**src/rtl/cpu_pkg.sv**
```systemverilog
// Shared constants and types for the writeback register file and its dump engine.
package cpu_pkg;

  localparam int DATA_W = 16;
  localparam int ADDR_W = 3;
  localparam int NREG   = 2 ** ADDR_W;

  typedef enum logic {
    DUMP_IDLE,
    DUMP_RUN
  } dump_state_t;

endpackage

```
**src/rtl/regfile_dump_ctrl.sv**
```systemverilog
// Dump sequencer: walks register indices 0..NREG-1 over a valid/ready handshake.
module regfile_dump_ctrl
  import cpu_pkg::*;
(
  input  logic              clk,
  input  logic              reset,
  input  logic              dump_req,
  input  logic              dump_ready,
  output logic              dump_valid,
  output logic              dump_busy,
  output logic [ADDR_W-1:0] dump_addr
);

  dump_state_t       state_reg;
  logic [ADDR_W-1:0] idx_reg;
  logic              valid_reg;
  logic              busy_reg;

  always_ff @(posedge clk) begin
    if (!reset) begin
      state_reg <= DUMP_IDLE;
      idx_reg   <= '0;
      valid_reg <= 1'b0;
      busy_reg  <= 1'b0;
    end else begin
      case (state_reg)
        DUMP_IDLE: begin
          if (dump_req) begin
            state_reg <= DUMP_RUN;
            idx_reg   <= '0;
            valid_reg <= 1'b1;
            busy_reg  <= 1'b1;
          end
        end
        DUMP_RUN: begin
          // A new request is not accepted until the last beat has gone out.
          if (dump_ready) begin
            if (idx_reg == ADDR_W'(NREG - 1)) begin
              state_reg <= DUMP_IDLE;
              idx_reg   <= '0;
              valid_reg <= 1'b0;
              busy_reg  <= 1'b0;
            end else begin
              idx_reg <= idx_reg + 1'b1;
            end
          end
        end
        default: begin
          state_reg <= DUMP_IDLE;
          idx_reg   <= '0;
          valid_reg <= 1'b0;
          busy_reg  <= 1'b0;
        end
      endcase
    end
  end

  assign dump_valid = valid_reg;
  assign dump_busy  = busy_reg;
  assign dump_addr  = idx_reg;

endmodule

```
**src/rtl/writeback_regfile.sv**
```systemverilog
// Writeback result select, 8x16 register file with write-first bypass on the
// two decode read ports and on the debug dump stream.
module writeback_regfile
  import cpu_pkg::*;
(
  input  logic              clk,
  input  logic              reset,
  input  logic              MemToRegW,
  input  logic              RegWriteW,
  input  logic [ADDR_W-1:0] WriteRegW,
  input  logic [DATA_W-1:0] MemReadDataW,
  input  logic [DATA_W-1:0] alu_resultW,
  output logic [DATA_W-1:0] ResultW,
  input  logic [ADDR_W-1:0] ReadReg1D,
  input  logic [ADDR_W-1:0] ReadReg2D,
  output logic [DATA_W-1:0] ReadData1D,
  output logic [DATA_W-1:0] ReadData2D,
  input  logic              dump_req,
  output logic              dump_valid,
  input  logic              dump_ready,
  output logic [ADDR_W-1:0] dump_addr,
  output logic [DATA_W-1:0] dump_data,
  output logic              dump_busy
);

  localparam int NPORT = 3;

  // R0 has no storage; it is forced to zero in the read mux.
  logic [DATA_W-1:0] regs [1:NREG-1];
  logic [ADDR_W-1:0] rd_addr [NPORT];
  logic [ADDR_W-1:0] dump_idx;

  assign ResultW = MemToRegW ? MemReadDataW : alu_resultW;

  always_ff @(posedge clk) begin
    if (!reset) begin
      for (int i = 1; i < NREG; i++) begin
        regs[i] <= '0;
      end
    end else if (RegWriteW && (WriteRegW != '0)) begin
      regs[WriteRegW] <= ResultW;
    end
  end

  regfile_dump_ctrl u_dump_ctrl (
    .clk        (clk),
    .reset      (reset),
    .dump_req   (dump_req),
    .dump_ready (dump_ready),
    .dump_valid (dump_valid),
    .dump_busy  (dump_busy),
    .dump_addr  (dump_idx)
  );

  assign rd_addr[0] = ReadReg1D;
  assign rd_addr[1] = ReadReg2D;
  assign rd_addr[2] = dump_idx;

  genvar gi;
  generate
    for (gi = 0; gi < NPORT; gi++) begin : g_rd
      logic [DATA_W-1:0] data;
      always_comb begin
        data = '0;
        if (rd_addr[gi] == '0) begin
          data = '0;
        end else if (RegWriteW && (WriteRegW == rd_addr[gi])) begin
          data = ResultW;
        end else begin
          data = regs[rd_addr[gi]];
        end
      end
    end
  endgenerate

  assign ReadData1D = g_rd[0].data;
  assign ReadData2D = g_rd[1].data;
  assign dump_addr  = dump_idx;
  assign dump_data  = g_rd[2].data;

endmodule

```
**config.mk**
```make
export PLATFORM = sky130hd
export DESIGN_NAME = writeback_regfile
export DESIGN_NICKNAME = d
export VERILOG_FILES = /design/src/rtl/cpu_pkg.sv /design/src/rtl/regfile_dump_ctrl.sv /design/src/rtl/writeback_regfile.sv
export SDC_FILE = /design/constraint.sdc
export NUM_CORES = 1
export LEC_CHECK = 0
export BUFFER_PORTS_ARGS = -buffer_cell sky130_fd_sc_hd__buf_2
export CORE_ASPECT_RATIO = 0.9
export CORE_MARGIN = 3
export CORE_UTILIZATION = 43
export DETAILED_ROUTE_END_ITERATION = 10
export GPL_TIMING_DRIVEN = 0
export PLACE_DENSITY = 0.63
export SLEW_MARGIN = 5
export SYNTH_ARGS = -nofsm -noshare
export SYNTH_HDL_FRONTEND = slang
export SYNTH_SLANG_ARGS = --single-unit
```
**constraint.sdc**
```tcl
create_clock -name clk -period 1.75 [get_ports clk]
set_input_delay 0.175 -clock clk [delete_from_list [all_inputs] [get_ports clk]]
set_output_delay 0.175 -clock clk [all_outputs]
set_load 0.03 [all_outputs]
```
==> impl_metrics.json, run 1 <==
{
  "grt_pass1_vias": 7022,
  "hp-class": "in2reg",
  "cts_tree": "built",
  "clkTransAtPathRegs_ns": 0.07,
  "yosysUniqueCellTypes": 35,
  "largest_register_ff_count": 128,
  "rows": 49,
  "fin_crit_sh_pct": 135,
  "critPathArrivalTime_ns": 2.18,
  "cts_made_buffers": 17,
  "ys_seq_area_share_pct": 45.3,
  "path_common_cell": "buf_12",
  "antenna_left": 0,
  "drt_iter0_markers": 823,
  "die_h_um": 142,
  "rsz0062_at_grt": "yes",
  "finalCriticalPeriod_ns": 2.36,
  "start_util_pct": 44.0,
  "clk_path_buf_depth": 2,
  "cp_max_fo": 5,
  "post-place-ws_ns": -0.759,
  "crit_type": "reg2out",
  "final.fill_count": 1563,
  "num_vias": 7148,
  "htree_levels": 4,
  "synthToLayoutAreaGrowth_pct": 35.5,
  "overflow": 0,
  "hold_violations": 0,
  "cts.sinks": 136,
  "clock_latency_ns": 0.43,
  "syn_inst": 710,
  "antenna_found_initial": 0,
  "p_sw_share_pct": 31.2,
  "num_antenna_cells": 0,
  "io_buffers": 108,
  "root_buffer": "clkbuf_16",
  "cpMaxStageDelayCell": "dfxtp_4",
  "wl_per_cell_um": 27.0,
  "crit_chain": "buf_12, buf_12, nand2b_4, buf_12, o22ai_4, a211oi_2, a211oi_4, buf_6",
  "power_frac_comb_pct": 25.2,
  "power.density_nw_per_um2": 859,
  "violations": "setup timing",
  "clock.fmax_ghz": 0.424,
  "synth.ff_latch_count": 136,
  "crit_path_start_kind": "flip-flop",
  "worst_slack_ns": -0.609,
  "finalNonFillerCells": 1144,
  "p_total_uw": 10300,
  "globalplace.congestion": 0.942,
  "multi_input_area_um2": 5210,
  "p_seq_share_pct": 38.6,
  "die_area_um2": 22300,
  "grt_pass1_wl_mm": 44.8,
  "regArea_um2": 4020,
  "status": "complete, but fails checks",
  "drive_above_1_share_pct": 52.1,
  "grtUsageTotal_pct": 27.5,
  "drc": 0,
  "final_nets": 926,
  "max_stage_delay_ns": 0.39,
  "die_w_um": 157,
  "clock_skew_ns": 0.00774,
  "worst-slew-pin-transition_ns": 0.955,
  "synth_area_per_cell_um2": 12.4,
  "wl_mm": 30.8,
  "regMostFlops": "regs",
  "final-max-slew-violation-count": 0,
  "pwr-share-clk_pct": 36.2,
  "ios": 116,
  "placed_cells": 1088,
  "fp.coreArea_um2": 20000,
  "cp.required_ns": 1.57,
  "max_slew_margin_pct": 36.4,
  "critPathBufInv": 4,
  "p_leak_uw": 0.00443,
  "cp_top_family": "buffers and inverters",
  "finalSetupViolCount": 48,
  "intPower_uw": 7070,
  "endpoint_kind": "primary output",
  "hold_ws_ns": 0.0776,
  "dpl.hpwl_mm": 21.5,
  "via_per_inst": 6.25,
  "synth.cell_area_um2": 8830,
  "grt_max_degree": 17,
  "cap_violations": 0,
  "firstDrtPassIters": 5,
  "ys_warn_count": 0,
  "peakVddDrop_mv": 0.563,
  "post-route-util_pct": 59.7,
  "switching_power_uw": 3210,
  "r2r_setup_slack_ns": 0.50
}
[routing by layer]
layer	up-vias	part of all wire, %	GRT usage [%]
li1	3060	-	-
met1	3694	40	38.1
met2	354	50	45.3
met3	40	8.2	5.20
met4	0	1.9	6.89
met5	-	0	0
[power groups by stage]
stage | combinational, µW | sequential (µW) | clock (µW)
CTS | 2470 | 3950 | 3700
floorplan | 1540 | 3950 | 0
detailed placement | 2170 | 4000 | 0
finish | 2590 | 3960 | 3720
global route | 2690 | 3990 | 3850
global placement | 2140 | 3980 | 0
[synth_stat cells, drive strengths merged]
cell type / number / area (µm²)
o22ai: 45 / 282
ha: 3 / 37.5
dfxtp: 8 / 160
mux4: 51 / 1170
inv: 18 / 67.6
buf: 62 / 438
nand2: 10 / 37.5
o211a: 1 / 10.0
and3: 1 / 6.26
clkbuf: 24 / 101
nand4: 1 / 6.26
mux2i: 107 / 1070
and4: 3 / 26.3
a211oi: 96 / 866
edfxtp: 128 / 3840
a21oi: 1 / 5.00
nor2b: 11 / 68.8
nand2b: 3 / 41.3
conb: 1 / 3.75
nand4b: 1 / 8.76
nor2: 116 / 438
xnor2: 9 / 78.8
a32oi: 3 / 26.3
nand3: 4 / 20.0
or2: 3 / 18.8
[worst reg2reg max path, cell delays in order, from the launching register on]
cell and delay, ns:
dfxtp_4 0.37, ha_1 0.21, ha_1 0.20, nor2_1 0.11, a32oi_1 0.11, nor2b_1 0.17
[cells by family after synthesis]
group           after synthesis  share of synthesized area (%)
buf+inv                     104                           6.87
other cells                   1                         0.0425
flops                       136                           45.3
mux                         158                           25.4
simple gates                153                           7.61
xor+xnor                      9                          0.893
fa+ha+maj                     3                          0.425
compound gates              146                           13.5
[through the flow]
stage	cell area, µm²	TNS (ns)
after floorplan	9270	-0.0391
after global placement	10100	-89.13
after detailed placement	10100	-93.12
after CTS	11700	-17.93
after global routing	12000	-20.02
final	12000	-17.92
[placed cells by master (no fill, tap or decap), drive strengths merged]
| master | count |
|---|---|
| a211oi | 96 |
| a21oi | 1 |
| a32oi | 3 |
| and3 | 1 |
| and4 | 3 |
| buf | 193 |
| bufinv | 3 |
| clkbuf | 42 |
| clkinv | 2 |
| clkinvlp | 8 |
| conb | 16 |
| dfxtp | 8 |
| dlygate4sd3 | 1 |
| edfxtp | 128 |
| ha | 3 |
| inv | 19 |
| mux2i | 107 |
| mux4 | 51 |
| nand2 | 10 |
| nand2b | 3 |
| nand3 | 4 |
| nand4 | 1 |
| nand4b | 1 |
| nor2 | 116 |
| nor2b | 11 |
| o211a | 1 |
| o22ai | 45 |
| or2 | 3 |
| xnor2 | 9 |
[layout make-up]
type                            instances  area share [%]
Tap cell                              255            2.67
Clock inverter                         14            1.47
Sequential cell                       136            33.6
Clock buffer                           18            3.59
Buffer                                 84            6.21
Timing Repair Buffer                  134            8.32
Multi-Input combinational cell        485            43.6
Inverter                               18           0.565
[path summary, 6_finish.rpt]
| kind | startpoint | to | cells past startpoint |
|---|---|---|---|
| setup / recovery | flip-flop | dump_data[4] | 8 |
| hold / removal | reset | flip-flop | 2 |
| setup reg to reg | u_dump_ctrl.dump_addr[0] | u_dump_ctrl.dump_addr[0] | 5 |
| hold reg to reg | u_dump_ctrl.dump_valid | u_dump_ctrl.dump_valid | 2 |
[what timing repair did]
item | in CTS | in global routing
hold endpoints to repair | 1 | 0
resized for setup | 201 | 61
pin swaps | 79 | 20
endpoints found under the setup margin | 166 | 174
cloned | 4 | 0
hold buffers | 1 | 0
buffers inserted | 9 | 15
(Power assumes the default switching activity.)
==> inputs of run 2 (changes only) <==
--- a/config.mk
+++ b/config.mk
@@ -8,10 +8,10 @@
 export BUFFER_PORTS_ARGS = -buffer_cell sky130_fd_sc_hd__buf_2
 export CORE_ASPECT_RATIO = 0.9
 export CORE_MARGIN = 3
-export CORE_UTILIZATION = 43
+export CORE_UTILIZATION = 45
 export DETAILED_ROUTE_END_ITERATION = 10
 export GPL_TIMING_DRIVEN = 0
-export PLACE_DENSITY = 0.63
+export PLACE_DENSITY = 0.65
 export SLEW_MARGIN = 5
 export SYNTH_ARGS = -nofsm -noshare
 export SYNTH_HDL_FRONTEND = slang
==> run 2 against run 1 <==
Effect of this change: the flow still finishes with violations (setup timing); non-clock buffer count decreased by 12; first-iteration DRC count decreased by 0.85%; die area decreased by 4.3%; final cell count decreased by 1.9%; global-route usage increased by 0.41 points; worst setup slack improved by 0.020 ns; sequential cell count unchanged; clock power increased by 9.4%; core utilization increased by 3.3 points; via count decreased by 0.21%; register-to-register slack about the same; largest power group is now clock.
==> impl_metrics.json, run 2 (synthesis gave the netlist of run 1 again) <==
{
  "wl_per_cell_um": 27.0,
  "num_vias": 7133,
  "finalSetupViolCount": 48,
  "hold_violations": 0,
  "power.density_nw_per_um2": 894,
  "antenna_left": 0,
  "hp-class": "in2reg",
  "io_buffers": 108,
  "final-max-slew-violation-count": 0,
  "regMostFlops": "regs",
  "fin_crit_sh_pct": 134,
  "grtUsageTotal_pct": 27.9,
  "peakVddDrop_mv": 0.642,
  "endpoint_kind": "primary output",
  "rows": 47,
  "die_h_um": 139,
  "clock_skew_ns": 0.00288,
  "die_area_um2": 21300,
  "grt_pass1_vias": 7123,
  "grt_pass1_wl_mm": 44.4,
  "finalCriticalPeriod_ns": 2.34,
  "grt_util_met3_pct": 7.43,
  "clock_latency_ns": 0.43,
  "worst_slack_ns": -0.589,
  "via_per_inst": 6.36,
  "clk_path_buf_depth": 2,
  "finalSetupTns_ns": -17.36,
  "p_leak_uw": 0.00439,
  "cts_tree": "built",
  "status": "complete, but fails checks",
  "drt_iter0_markers": 816,
  "htree_levels": 4,
  "rsz0062_at_grt": "yes",
  "cp.required_ns": 1.57,
  "die_w_um": 154,
  "critPathArrivalTime_ns": 2.16,
  "wl_mm": 30.3,
  "cpMaxStageDelayCell": "dfxtp_2",
  "grt.busiest_layer": "met2",
  "crit_chain": "buf_8, buf_12, mux2i_1, o22ai_4, a211oi_2, a211oi_4, buf_6",
  "root_buffer": "clkbuf_16",
  "cts_made_buffers": 17,
  "globalplace.congestion": 1.02,
  "crit_type": "reg2out",
  "cap_violations": 0,
  "final_nets": 914,
  "multi_input_area_um2": 5200,
  "cts.sinks": 136,
  "largest_register_ff_count": 128,
  "ios": 116,
  "overflow": 0,
  "num_antenna_cells": 0,
  "final_common_cell": "edfxtp_1",
  "regArea_um2": 4020,
  "violations": "setup timing",
  "layout_common_cells": "edfxtp_1 (128), nor2_1 (114), mux2i_1 (83)",
  "crit_path_start_kind": "flip-flop",
  "synthToLayoutAreaGrowth_pct": 34.3,
  "reg2reg_depth": 4,
  "clkTransAtPathRegs_ns": 0.06,
  "timing.rr.start": "u_dump_ctrl.dump_addr[0]",
  "drc": 0,
  "post-place-ws_ns": -0.696,
  "max_stage_delay_ns": 0.37,
  "fp.coreArea_um2": 18800,
  "cp_max_fo": 10,
  "use_met2_pct": 45.1,
  "max_slew_margin_pct": 34.4,
  "firstDrtPassIters": 8,
  "final.fill_count": 1447,
  "hold_ws_ns": 0.0722,
  "drive_above_1_share_pct": 50.9,
  "use_met1_pct": 37.0,
  "start_util_pct": 46.9,
  "grt_max_degree": 17,
  "clock.fmax_ghz": 0.428,
  "endpoint": "dump_data[4]",
  "dpl.hpwl_mm": 21.6,
  "antenna_found_initial": 0,
  "worst-slew-pin-transition_ns": 0.984,
  "r2r_setup_slack_ns": 0.51
}
==> run 2: cell count changes in the layout (fill, tap and decap cells not counted), sizes merged <==
cell	change
inv	-1
clkinvlp	-7
clkbuf	-1
bufinv	+3
buf	-10
clkinv	+4
==> run 2: timing repair <==
item,CTS,global route
pin swaps,79,14
hold endpoints to repair,1,0
setup endpoints to repair,169,107
gates cloned,2,0
hold buffers,1,0
resized for setup,202,39
buffers inserted,8,3
==> run 2: worst min path at each step <==
stage | start | to | slack (ns) | cells past startpoint
finish | reset | u_dump_ctrl.dump_valid | 0.07 | 2
global placement | dump_req | u_dump_ctrl.state_reg | 0.43 | 2
detailed placement | dump_req | u_dump_ctrl.state_reg | 0.45 | 2
floorplan | dump_req | u_dump_ctrl.state_reg | 0.31 | 1
global route | reset | u_dump_ctrl.dump_valid | 0.08 | 2
CTS | reset | u_dump_ctrl.dump_valid | 0.05 | 2
==> run 2: per-layer routing <==
layer  up-vias  routed length [µm]
met5         -                   0
met1      3656               11500
met2       385               15000
met4         0                 750
met3        52                3110
li1       3040                   -
==> run 2: through the flow <==
step                utilization [%]  std cells  power, µW  cell area, µm²
CTS                            62.1       1120      10500           11700
global route                   63.0       1122      10900           11900
global placement               53.7       1078       6120           10100
floorplan                         -        725       5490            9270
detailed placement             53.7       1078       6170           10100
finish                         63.0       1122      10600           11900
==> run 2: power breakdown <==
part	total [µW]	internal, µW	switching [µW]
sequential	3970	3790	188
clock	4070	2700	1370
combinational	2560	1020	1540
total	10600	7510	3090
==> run 2: critical path, delay by kind of cell, from the launching register on <==
kind,cells,cell delay (ns)
DFF,1,0.37
muxes,1,0.30
buffers and inverters,3,0.51
AOI/OAI and AO/OA,3,0.54
==> run 2: cell type report <==
type,instances,area share [%]
well taps,245,2.59
multi-input cells,485,43.9
repair buffers,122,7.25
plain buffers,84,6.18
clock buffers,19,3.74
clock inverters,13,1.90
flip-flops and latches,136,33.9
inverters,18,0.570
==> inputs of run 3 (changes only) <==
--- a/config.mk
+++ b/config.mk
@@ -5,6 +5,7 @@
 export SDC_FILE = /design/constraint.sdc
 export NUM_CORES = 1
 export LEC_CHECK = 0
+export ABC_AREA = 1
 export BUFFER_PORTS_ARGS = -buffer_cell sky130_fd_sc_hd__buf_2
 export CORE_ASPECT_RATIO = 0.9
 export CORE_MARGIN = 3
==> run 3 against run 2 <==
Effect of this change: the run still ends with setup timing left; routed wire length rose by 43%; non-clock buffer count grew 42; combinational power grew 25%; worst hold slack got worse by 0.039 ns; largest power group is now registers; highest routed layer unchanged.
==> impl_metrics.json, run 3 <==
{
  "status": "complete, but fails checks",
  "violations": "setup timing",
  "syn_inst": 1486,
  "placed_cells": 1897,
  "async_reset_ff_share_pct": 0,
  "hold_path_end": "u_dump_ctrl.state_reg",
  "max_slew_margin_pct": 46.3,
  "antenna_left": 0,
  "grtUsageTotal_pct": 35.4,
  "endpoint_kind": "primary output",
  "cpMaxStageDelayCell": "dfxtp_4",
  "num_antenna_cells": 0,
  "synthToLayoutAreaGrowth_pct": 34.2,
  "netlist.area_leader.share_pct": 39.4,
  "grt_pass1_vias": 10500,
  "cts_tree": "built",
  "root_buffer": "clkbuf_16",
  "firstDrtPassIters": 8,
  "cp_top_family": "simple AND/OR/NAND/NOR gates",
  "ys_warn_count": 0,
  "synth_top_area_cell": "edfxtp_1",
  "hold_violations": 0,
  "grt_pass1_wl_mm": 63.0,
  "rows": 50,
  "fp.coreArea_um2": 21000,
  "synth.ff_latch_count": 136,
  "synth_enable_flop_cells": 128,
  "regArea_um2": 4020,
  "clock_latency_ns": 0.43,
  "cts_made_buffers": 17,
  "clk_path_buf_depth": 2,
  "die_w_um": 161,
  "post-route-util_pct": 62.3,
  "synth_area_per_cell_um2": 6.57,
  "cap_violations": 0,
  "power.density_nw_per_um2": 822,
  "num_vias": 11400,
  "antenna_found_initial": 0,
  "hp-class": "in2reg",
  "wl_per_cell_um": 22.1,
  "finalCriticalPeriod_ns": 2.07,
  "overflow": 0,
  "crit_path_start_kind": "flip-flop",
  "io_buffers": 110,
  "crit_chain": "buf_12, buf_8, nand2_1, nand3_1, nand2_1, nor2_1, nor2_1, nor2_1, buf_4",
  "globalplace.congestion": 1.03,
  "worst_slack_ns": -0.316,
  "reg2reg_depth": 6,
  "drt_iter0_markers": 1773,
  "final.fill_count": 2017,
  "ios": 116,
  "final_nets": 1705,
  "largest_register_ff_count": 128,
  "drive_above_1_share_pct": 32.5,
  "die_area_um2": 23500,
  "path_common_cell": "nor2_1",
  "via_per_inst": 5.85,
  "synth_most_common_cell": "nand2_1",
  "clock.fmax_ghz": 0.484,
  "drc": 0,
  "yosysUniqueCellTypes": 26,
  "holdCritStartpoint": "dump_req",
  "cp_max_fo": 10,
  "multi_input_area_um2": 5930,
  "timing.rr.start": "u_dump_ctrl.dump_addr[1]",
  "p_leak_uw": 0.00620,
  "finalNonFillerCells": 1954,
  "grt_max_degree": 17,
  "regMostFlops": "regs",
  "peakVddDrop_mv": 0.521,
  "clkTransAtPathRegs_ns": 0.07,
  "max_stage_delay_ns": 0.42,
  "ys.flop_type": "edfxtp_1",
  "cts_hold_buf": 0,
  "die_h_um": 146,
  "synth_area_leaders": "edfxtp_1 (39%), nand2_1 (22%), nand3_1 (15%)",
  "worst-slew-pin-transition_ns": 0.805,
  "rsz0062_at_grt": "yes",
  "stdcell_area_um2": 13100,
  "r2r_setup_slack_ns": 0.46,
  "worstHoldPathCells": 3,
  "finalSetupViolCount": 31,
  "final-max-slew-violation-count": 0,
  "synth.cell_area_um2": 9760,
  "crit_type": "reg2out",
  "layout_common_cells": "nand2_1 (514), nand3_1 (198), nor2_1 (193)",
  "final_common_cell": "nand2_1",
  "fin_crit_sh_pct": 118,
  "place_area_um2": 10700,
  "p_total_uw": 10800,
  "cts.sinks": 136,
  "ys_seq_area_share_pct": 41.0,
  "cp.required_ns": 1.57,
  "clock_skew_ns": 0.00743,
  "wl_mm": 43.3,
  "synth_top_cells_by_count": "nand2_1 (583), nand3_1 (288), nor2_1 (257)",
  "start_util_pct": 46.4,
  "dpl.hpwl_mm": 30.1,
  "critPathBufInv": 3,
  "htree_levels": 4,
  "critPathArrivalTime_ns": 1.89
}
[run 3: cell types whose count changed after synthesis, sizes merged, moves of 51 or more]
cell,delta
nand2,+582
nand3,+286
nor2,+156
mux2i,-107
a211oi,-96
mux4,-51
[run 3: kinds of logic after synthesis]
group,count (synthesis),share of synthesized area [%]
and+or+nand+nor,1156,49.4
buffers and inverters,165,7.81
DFF,136,41.0
AOI/OAI and AO/OA,25,1.30
adders and majority gates,3,0.385
other,1,0.0384
[run 3: how the worst max path moves through the flow]
stage                             start            end  slack [ns]  cells after the start
6_report                      flip-flop   dump_data[0]       -0.32                      9
5_1_grt                       flip-flop   dump_data[2]       -0.42                      9
4_1_cts                       flip-flop   dump_data[4]       -0.26                      9
3_5_place_dp               WriteRegW[2]     regs[1][7]       -0.65                      8
3_3_place_gp               WriteRegW[2]     regs[1][6]       -0.59                      8
2_1_floorplan  u_dump_ctrl.dump_addr[0]  dump_data[10]        0.04                      6
[run 3: what timing repair did]
| item | in CTS | in global routing |
|---|---|---|
| gates resized for setup | 258 | 253 |
| setup buffers | 14 | 10 |
| endpoints found under the hold margin | 0 | 0 |
| pin swaps | 51 | 201 |
| cloned | 1 | 2 |
| endpoints found under the setup margin | 170 | 61 |
[run 3: layout make-up]
type	count	share of cell area (%)
tap	286	2.73
inverter	52	1.55
buffer	111	7.76
clock buffer	23	3.82
sequential	136	30.7
timing repair buffer	137	7.58
multi-input combinational	1200	45.3
clock inverter	9	0.516
[run 3: through the flow]
stage | hold slack, ns | setup WS (ns) | TNS (ns)
floorplan | 0.354 | 0.0357 | 0
global placement | 0.461 | -0.590 | -86.13
detailed placement | 0.477 | -0.652 | -87.85
CTS | 0.0289 | -0.262 | -3.71
global route | 0.0579 | -0.425 | -7.03
finish | 0.0332 | -0.316 | -4.78
[run 3: metal layers]
| layer | vias up | wire [µm] | global-route usage [%] |
|---|---|---|---|
| li1 | 5096 | - | - |
| met1 | 5272 | 16600 | 48.7 |
| met2 | 904 | 19300 | 54.3 |
| met3 | 164 | 5350 | 7.40 |
| met4 | 0 | 2040 | 15.0 |
| met5 | - | 0 | 0 |
[run 3: tightest hold or removal path, stage by stage]
cell and delay [ns]:
buf_2 0.08, o21ai_0 0.06, a21oi_1 0.11
[run 3: report_power, final]
group | switching, µW | total, µW | internal (µW)
Combinational | 2120 | 3210 | 1090
Sequential | 211 | 4000 | 3790
Clock | 1530 | 3560 | 2020
Total | 3870 | 10800 | 6900
